File: config.mk
export PLATFORM = sky130hd
export DESIGN_NAME = mem_port_arbiter
export DESIGN_NICKNAME = d
export VERILOG_FILES = /design/src/rtl/mem_port_arbiter.sv
export SDC_FILE = /design/constraint.sdc
export NUM_CORES = 1
export LEC_CHECK = 0
export ABC_AREA = 1
export CORE_UTILIZATION = 36
export CTS_CLUSTER_DIAMETER = 80
export DETAILED_ROUTE_END_ITERATION = 7
export GPL_TIMING_DRIVEN = 1
export PLACE_DENSITY_LB_ADDON = 0.1
export SETUP_SLACK_MARGIN = 0.15
export SLEW_MARGIN = 30
export SYNTH_ARGS = -nofsm -noshare
export SYNTH_HDL_FRONTEND = slang
export SYNTH_SLANG_ARGS = --single-unit
File: constraint.sdc
create_clock -name clk -period 2.32 [get_ports clk]
set_input_delay 0.464 -clock clk [delete_from_list [all_inputs] [get_ports clk]]
set_output_delay 0.464 -clock clk [all_outputs]
set_load 0.02 [all_outputs]
File: src/rtl/mem_port_arbiter.sv
// Two-requester (instruction/data) arbiter onto a single memory command port.
// One transaction outstanding; data favoured with bounded instruction starvation.
module mem_port_arbiter #(
  parameter int unsigned ADDR_W     = 32,
  parameter int unsigned DATA_W     = 32,
  parameter int unsigned STARVE_MAX = 4
) (
  input  logic                clk,
  input  logic                reset,
  input  logic                i_req,
  input  logic [ADDR_W-1:0]   i_addr,
  output logic                i_gnt,
  output logic                i_rvalid,
  output logic [DATA_W-1:0]   i_rdata,
  input  logic                d_req,
  input  logic                d_we,
  input  logic [ADDR_W-1:0]   d_addr,
  input  logic [DATA_W-1:0]   d_wdata,
  input  logic [DATA_W/8-1:0] d_wstrb,
  output logic                d_gnt,
  output logic                d_rvalid,
  output logic [DATA_W-1:0]   d_rdata,
  output logic                mem_req,
  output logic                mem_we,
  output logic [ADDR_W-1:0]   mem_addr,
  output logic [DATA_W-1:0]   mem_wdata,
  output logic [DATA_W/8-1:0] mem_wstrb,
  input  logic                mem_ready,
  input  logic                mem_rvalid,
  input  logic [DATA_W-1:0]   mem_rdata,
  output logic                busy,
  output logic                err
);

  localparam int unsigned STRB_W = DATA_W / 8;
  localparam int unsigned CNT_W  = 4;
  localparam logic [CNT_W-1:0] STARVE_LIM = CNT_W'(STARVE_MAX);

  typedef enum logic [1:0] {IDLE, ISSUE, WAIT} state_t;

  state_t           state;
  logic [CNT_W-1:0] starve_cnt;
  logic             owner_i;
  logic             pick_i;
  logic             pick_d;
  logic             fwd;

  // Grant decision: same-cycle, only in IDLE and never while reset is held.
  always_comb begin
    pick_i = 1'b0;
    pick_d = 1'b0;
    if (state == IDLE && !reset) begin
      if (i_req && (!d_req || starve_cnt == STARVE_LIM)) pick_i = 1'b1;
      else if (d_req)                                    pick_d = 1'b1;
    end
  end

  assign i_gnt = pick_i;
  assign d_gnt = pick_d;

  // Responses are forwarded only while waiting for one; the owner gets it.
  assign fwd      = (state == WAIT) && mem_rvalid;
  assign i_rvalid = fwd && owner_i;
  assign d_rvalid = fwd && !owner_i;
  assign i_rdata  = i_rvalid ? mem_rdata : '0;
  assign d_rdata  = d_rvalid ? mem_rdata : '0;

  assign mem_req = (state == ISSUE);
  assign busy    = (state != IDLE);

  always_ff @(posedge clk or posedge reset) begin
    if (reset) begin
      state      <= IDLE;
      starve_cnt <= '0;
      owner_i    <= 1'b0;
      err        <= 1'b0;
      mem_we     <= 1'b0;
      mem_addr   <= '0;
      mem_wdata  <= '0;
      mem_wstrb  <= '0;
    end else begin
      // Any response outside WAIT (including alongside mem_ready) is spurious.
      if (mem_rvalid && state != WAIT) err <= 1'b1;
      case (state)
        IDLE: begin
          if (pick_i) begin
            owner_i    <= 1'b1;
            mem_we     <= 1'b0;
            mem_addr   <= i_addr;
            mem_wdata  <= '0;
            mem_wstrb  <= STRB_W'(0);
            starve_cnt <= '0;
            state      <= ISSUE;
          end else if (pick_d) begin
            owner_i    <= 1'b0;
            mem_we     <= d_we;
            mem_addr   <= d_addr;
            mem_wdata  <= d_wdata;
            mem_wstrb  <= d_wstrb;
            if (!i_req)                        starve_cnt <= '0;
            else if (starve_cnt != STARVE_LIM) starve_cnt <= starve_cnt + CNT_W'(1);
            state      <= ISSUE;
          end
        end
        ISSUE:   if (mem_ready)  state <= WAIT;
        WAIT:    if (mem_rvalid) state <= IDLE;
        default: state <= IDLE;
      endcase
    end
  end

endmodule
==> results.md, run 1 <==
- The fraction of power consumed by sequential logic is 0.299.
- The top fanout value on the critical path is 38.
- The final max-slew violation count is 0.
- The first global-routing pass estimated 22200 µm of wire.
- The final period demand of the worst path is 2.097 ns.
- The detail-routed net length per standard cell is 14.85 µm.
- The final setup skew is 0.01196 ns.
- For this run, the number of Yosys warnings is 0.
- The final setup violation count is 0.
- Once layout is complete, the utilization of the core stands at 0.6406.
- Buffers inserted during clock tree synthesis total 9.
- The number of antenna violations at the first check in global routing is 0.
- In the synthesized netlist, the number of instances is 606.
- The highest attainable clock frequency is 476.8 MHz.
- The worst setup path is launched from an input port.
- Measured along the y axis, the die boundary spans 110.2 µm.
- The internal power of the cells totals 4.580 mW.
- The worst ir drop on vdd is 0.5410 mV.
- The routed layout has 4803 vias.
- The total power after layout is 7.662 mW.
- The wire-length estimate of the detail-placed layout is 11220 µm.
- In the finished design, the share of the clock period the worst path needs comes to 0.9040.
- The max-capacitance violation count is 0.
- The row count is 39.
- Summed over all instances, the cell type with the most area after synthesis is dfrtp_1.
- Of the cells placed in the final design, the portion with a size suffix greater than 1 is 0.1407.
- The weighted congestion reported at the end of routability-driven placement is 0.7493.
- The start-to-end type of the worst setup path is input port to primary output.
- The H-tree generated during clock tree synthesis spans 3 levels.
- The layer flagged by global routing as most heavily used is met2.
- The clock transition at the registers of the reported paths is 0.06 ns.
- Setup repair after global routing left no endpoint under its margin.
- The headroom to the max-slew limit is 0.5367.
- The die boundary width is 110.2 µm.
- Wires add up to 15210 µm.
- The met2 capacity usage during global routing is 0.4388.
- Counting along the longest clock path gives a buffer depth of 2.
- Post-CTS timing repair inserted 0 buffers for setup.
- The switching power is 3.082 mW.
- After detailed placement, the total cell area comes to 7219 µm².
- The clock network power share is 0.188.
- The antenna diode count is 0.
- The number of port buffers is 278.
- The total power divided by cell area is 1048 nW/µm².
- The root buffer cell chosen for the clock tree is clkbuf_16.
- Sorting the synthesized cells by area gives the leading types as dfrtp_1 46%, nand2_1 16%, inv_1 9.7%, nand3_1 8.7%, nor2_1 6.1%.
- The number of vias per cell after detailed routing is 4.690.
- The finished layout holds 1024 standard cells, fillers aside.
- Of the synthesized area, sequential elements account for 0.4574.
- Leaving out fill and tap cells, the most frequent cell in the layout is clkdlybuf4s50_1.
- The synthesis-to-layout area growth is 73.63%.
- The number of buffers inserted by hold repair at cts is 0.
- For this configuration, the core starts out at a cell density of 0.3689.
- The overall global routing resource usage is 0.2414.
- The critical path data required time is 1.86 ns.
- The share of synthesized area in the top cell type comes to 0.4574.
- The net switching share of the total power is 0.4023.
- TritonCTS built the clock tree.
- The number of nets still failing antenna checks after routing is 0.
- The cell area after layout is 7315 µm².
- Counting flops and latches in the post-synthesis netlist gives 77.
- The share of total power dissipated in combinational logic is 0.513.
- After the last flow step, the layout net total stands at 1017.
- The global routing met3 resource utilization is 0.06408.
- The cell area after synthesis is 4213 µm².
- The average instance in the mapped netlist occupies 6.952 µm².
- The post-synthesis net count is 747.
- The DRC marker count from the first detailed-route iteration is 238.
- The area of the die is 12140 µm².
- In the routed design, unresolved DRC markers number 0.
- Across all register-to-register paths, the minimum setup slack is 0.65 ns.
- In this run the static leakage power is 4.015 nW.
- The post-placement cell count is 1008.
- The synthesized netlist contains 23 unique library cells.
- The top cell types in the final layout, fill and taps aside, are 208 x clkdlybuf4s50_1, 184 x nand2_1, 109 x inv_1, 77 x dfrtp_1, 73 x nand3_1.
- The number of detailed-routing iterations run before antenna repair is 4.
- For this run, global-route usage on met1 was measured as 0.2701.
- The number of fill cells in the layout is 1038.
- 279 I/O pins were placed.
- The endpoint class of the critical path is a primary output.
- The worst-margin pin slew is 0.6950 ns.
- The run finished with clean final reports.
- The TritonCTS sink count is 77.
- The worst hold path class is input port to async pin.
- The clock latency of the later-clocked register in the worst-skew pair is 0.33 ns.
- The pin count of the biggest net entering global routing is 78.
- The number of global-route vias before repair is 4436.
- The overall overflow remaining after global route is 0.
- The critical path arrival is 1.63 ns.
- The area of the placeable core is 11420 µm².
- The final hold violation count is 0.
[state kept, by name, indices dropped and copies added (netlist names)]
register / count
starve_cnt: 4
err: 1
mem_wstrb: 4
owner_i: 1
state: 2
mem_wdata: 32
mem_addr: 32
mem_we: 1
[logic make-up (layout without fill, tap and decap cells)]
group	Yosys count	after routing	share of synthesized area
buffers and inverters	152	427	0.1500
adders and majority gates	2	2	0.005939
and+or+nand+nor	368	368	0.3763
xor gates and xnor gates	1	1	0.002079
AOI/OAI and AO/OA	6	6	0.008315
DFF	77	77	0.4574
[worst max-delay path, cell delays in order]
cell             delay [ns]
clkdlybuf4s50_1        0.53
buf_12                 0.24
nand3_2                0.16
inv_1                  0.09
buf_4                  0.15
[final timing paths]
| check | from | endpoint | depth (start not counted) |
|---|---|---|---|
| worst max-delay path | i_req | i_gnt | 5 |
| worst min-delay path | reset | state[0] | 3 |
| worst max register to register | starve_cnt[1] | mem_addr[24] | 9 |
| worst min register to register | err | err | 1 |
| max in group asynchronous | reset | mem_addr[4] | 3 |
| min in group clk | mem_rvalid | err | 3 |
[per-stage QoR]
stage                     TNS, ns  setup WS (ns)  hold WS, ns
after floorplan                 0         0.2825       0.4084
after global placement     -15.17        -0.2816       0.4585
after detailed placement   -17.60        -0.3094       0.4647
after CTS                       0         0.1168       0.4798
after global routing            0         0.1450       0.4670
final                           0         0.2228       0.4284
[synthesized netlist by cell type, drive strengths merged]
| cell | instances |
|---|---|
| nand2 | 187 |
| o21ai | 3 |
| a211oi | 1 |
| nor2 | 70 |
| inv | 112 |
| nand3 | 74 |
| buf | 33 |
| nand4 | 36 |
| o21bai | 1 |
| nand3b | 1 |
| a21oi | 1 |
| clkbuf | 7 |
| dfrtp | 77 |
| ha | 2 |
| xor2 | 1 |
[power groups by stage]
stage	registers [mW]	clock network (mW)	logic [mW]
floorplan	2.99	0	1.25
global placement	2.28	0	3.92
CTS	2.29	1.48	3.95
finish	2.29	1.44	3.93
detailed placement	2.30	0	3.99
global route	2.37	1.53	4.23
[metal layers]
metal / routed length, µm / up-vias
met4: 338 / 0
met5: 0 / -
met1: 5716 / 2215
li1: - / 2375
met3: 1270 / 25
met2: 7881 / 188
[what timing repair did]
action,CTS,global route
pin swaps,0,1
setup endpoints to repair,67,67
resized for setup,266,28
[final cells by class]
class	instances	area [µm²]	share of cell area
tap	143	178.9	0.02446
clock inverter	6	68.82	0.009408
inverter	112	425.4	0.05816
sequential	77	1927	0.2634
clock buffer	10	239.0	0.03267
multi-input combinational	377	1712	0.2340
timing repair buffer	299	2764	0.3779
Power figures use the tool's default switching activity.
==> run 2, diff against run 1 <==
--- a/config.mk
+++ b/config.mk
@@ -9,8 +9,9 @@
 export CORE_UTILIZATION = 36
 export CTS_CLUSTER_DIAMETER = 80
 export DETAILED_ROUTE_END_ITERATION = 7
-export GPL_TIMING_DRIVEN = 1
+export GPL_TIMING_DRIVEN = 0
 export PLACE_DENSITY_LB_ADDON = 0.1
+export RECOVER_POWER = 50
 export SETUP_SLACK_MARGIN = 0.15
 export SLEW_MARGIN = 30
 export SYNTH_ARGS = -nofsm -noshare
==> run 2 against run 1 <==
Net effect:
- the flow now finishes with violations (capacitance limit, slew limit)
- critical path depth increased by 2
- utilization increased by 1.1 points
- clock power decreased by 7%
- clock-buffer cell count decreased by 1
- sequential cell count unchanged
- routed wire length increased by 7.1%
- final area increased by 1.7%
- critical path type unchanged
==> results.md, run 2 (synthesized netlist as in run 1, its figures left out) <==
- The top fanout value on the critical path is 10 (-74%).
- The leakage power of the design is 4.099 nW (+2.1%).
- The starting density of the core was 0.3689 (unchanged).
- The row count came to 39 (unchanged).
- The number of fill cells in the layout is 1076 (+3.7%).
- The layer carrying the most global-route usage is met2.
- The die boundary width is 110.2 µm (unchanged).
- The area of the die is 12140 µm² (unchanged).
- The max-capacitance violation count is 1 (+1).
- The worst hold slack across all endpoints is 0.3085 ns (-0.1199 ns).
- STA classifies the critical path startpoint as an input port.
- The maximum buffer depth of the clock tree is 2 (unchanged).
- The HPWL reported at the end of detailed placement is 12130 µm (+8.1%).
- The headroom to the max-slew limit is -0.04995 (-0.5866).
- The final setup skew was 0.006432 ns (-0.005528 ns).
- The checks that failed: capacitance limit, slew limit.
- The worst setup path is of the input port to primary output kind.
- The overall overflow remaining after global route is 0 (unchanged).
- The final hold violation count is 0 (unchanged).
- The TritonCTS sink count is 77 (unchanged).
- The final max-slew violation count is 40 (+40).
- The detail-routed net length per standard cell was 15.47 µm (+4.2%).
- The area of the multi-input gates is 1697 µm² (-0.88%).
- The most frequent standard cell in the layout excluding fill and tap cells is nand2_1.
- The area of the placeable core was 11420 µm² (unchanged).
- The largest registers in the layout are mem_addr (32), mem_wdata (32).
- The sequential standard cell area is 1927 µm² (unchanged).
- Setup repair after global routing could not meet its margin everywhere.
- The share of the clock period used by the worst path after layout is 0.9411 (+0.03711).
- The number of detailed-routing iterations run before antenna repair came to 4 (unchanged).
- The flow ran to the end, but the final reports show violations.
- The worst setup slack after placement is -0.9111 ns (-0.6017 ns).
- The antenna diode count is 0 (unchanged).
- The share of final-layout standard cells stronger than drive strength 1 is 0.1582 (+0.01749).
- The final setup violation count is 0 (unchanged).
- The global routing met3 resource utilization was 0.05409 (-0.009994).
- The die outline height is 110.2 µm (unchanged).
- The highest attainable clock frequency is 458.0 MHz (-3.9%).
- The overall global routing resource usage is 0.2541 (+0.01270).
- The number of buffers inserted by hold repair at cts is 0 (unchanged).
- The worst ir drop on vdd is 0.6312 mV (+17%).
- The number of nets in the layout is 1046 (+2.9%).
- The critical path data required time is 1.86 ns (about the same).
- The final setup slack of the worst path is 0.1367 ns (-0.08610 ns).
- The vias after detailed routing is 4933 (+2.7%).
- The post-route core utilization was 0.6517 (+0.01107).
- The overall routed net length came to 16290 µm (+7.1%).
- TritonCTS built the clock tree.
- The weighted congestion reported at the end of routability-driven placement was 0.7703 (+2.8%).
- The number of nets still failing antenna checks after routing came to 0 (unchanged).
- The final period demand of the worst path came to 2.183 ns (+0.08610 ns).
- The total power divided by cell area is 995.9 nW/µm² (-4.9%).
- The met1 track demand over resource came to 0.2774 (+0.007286).
- The DRC marker count from the first detailed-route iteration is 225 (-5.5%).
- The clock tree root buffer cell is clkbuf_16.
- The endpoint class of the critical path is a primary output.
- The clock latency of the later-clocked register in the worst-skew pair came to 0.33 ns (about the same).
- The number of H-tree levels is 3 (unchanged).
- The number of antenna violations at the first check in global routing is 0 (unchanged).
- The pin count of the biggest net entering global routing is 40 (-49%).
- The critical path arrival is 1.72 ns (+0.09 ns).
- The number of vias per cell after detailed routing is 4.685 (-0.12%).
- The clock transition at the registers of the reported paths is 0.06 ns (about the same).
- The area growth from synthesis to layout is 76.63%.
- The number of global-route vias before repair was 4587 (+3.4%).
- Leaving out fill and tap cells, the most frequent cells in the layout are 184 x nand2_1, 145 x clkdlybuf4s50_1, 106 x inv_1, 77 x dfrtp_1, 73 x nand3_1.
- The number of port buffers is 278 (unchanged).
- The met2 capacity usage during global routing is 0.4781 (+0.03929).
- The total CTS buffers is 9 (unchanged).
- The final total negative setup slack was 0 ns (unchanged).
- The worst hold path class is input port to async pin.
- The count of boundary I/O pins is 279 (unchanged).
- The worst-margin pin slew is 1.573 ns (+0.8782 ns).
- The global-route wire length before repair is 23100 µm (+4.1%).
- The final routed DRC violation total came to 0 (unchanged).
[run 2: cell types whose count changed in the layout (fill, tap and decap cells not counted), moves of 3 or more]
cell and delta:
clkdlybuf4s50_1 -63, buf_12 -7, buf_6 +5, inv_1 -3, buf_4 +32, dlygate4sd3_1 +64
buf_2 -17, clkbuf_1 +10, nor2_2 -3, inv_2 +4
[run 2: stage by stage]
stage / total power, mW / instance area [µm²] / instances
2_1_floorplan: 4.237 / 4218 / 606
3_3_place_gp: 6.157 / 7179 / 1027
3_5_place_dp: 6.233 / 7179 / 1027
4_1_cts: 7.648 / 7570 / 1050
5_1_grt: 7.869 / 7441 / 1053
6_report: 7.411 / 7441 / 1053
[run 2: power breakdown]
| part | switching, mW | total [mW] | internal (mW) | leakage (nW) |
|---|---|---|---|---|
| Sequential | 0.324 | 2.27 | 1.95 | 0.958 |
| Combinational | 2.19 | 3.80 | 1.60 | 3.01 |
| Clock | 0.599 | 1.34 | 0.739 | 0.134 |
| Total | 3.12 | 7.41 | 4.29 | 4.10 |
[run 2: layout make-up]
type	instances	area share
clock inverters	7	0.007735
inverters	112	0.06003
flip-flops and latches	77	0.2590
plain buffers	39	0.03178
repair inverters	3	0.001850
multi-input cells	377	0.2280
well taps	143	0.02405
repair buffers	286	0.3573
clock buffers	9	0.03027
[run 2: layer usage]
layer  part of all wire  vias up
met5                  0        -
met1               0.38     2261
met2               0.52      201
met3              0.075       27
li1                   -     2444
met4              0.024        0
[run 2: worst paths after layout]
kind / startpoint / end / slack, ns / depth (start not counted)
min in group clk: mem_addr[12] / mem_addr[12] / 0.47 / 2
max reg2reg: state[0] / mem_wdata[11] / 0.33 / 9
min: reset / mem_addr[26] / 0.31 / 2
min reg2reg: mem_addr[12] / mem_addr[12] / 0.47 / 2
max in group asynchronous: reset / mem_addr[10] / 0.60 / 2
max: mem_rvalid / d_rdata[13] / 0.14 / 7
[run 2: timing repair]
action / in CTS / in global routing
pin swaps: 2 / 2
cloned: 2 / 1
resized for setup: 239 / 120
buffers inserted: 6 / 2
setup endpoints to repair: 142 / 66
[run 2: critical path: stages]
cell	delay [ns]
clkdlybuf4s50_1	0.49
nand2_2	0.09
nor2_2	0.12
inv_2	0.07
buf_4	0.17
nor2_1	0.12
buf_4	0.18
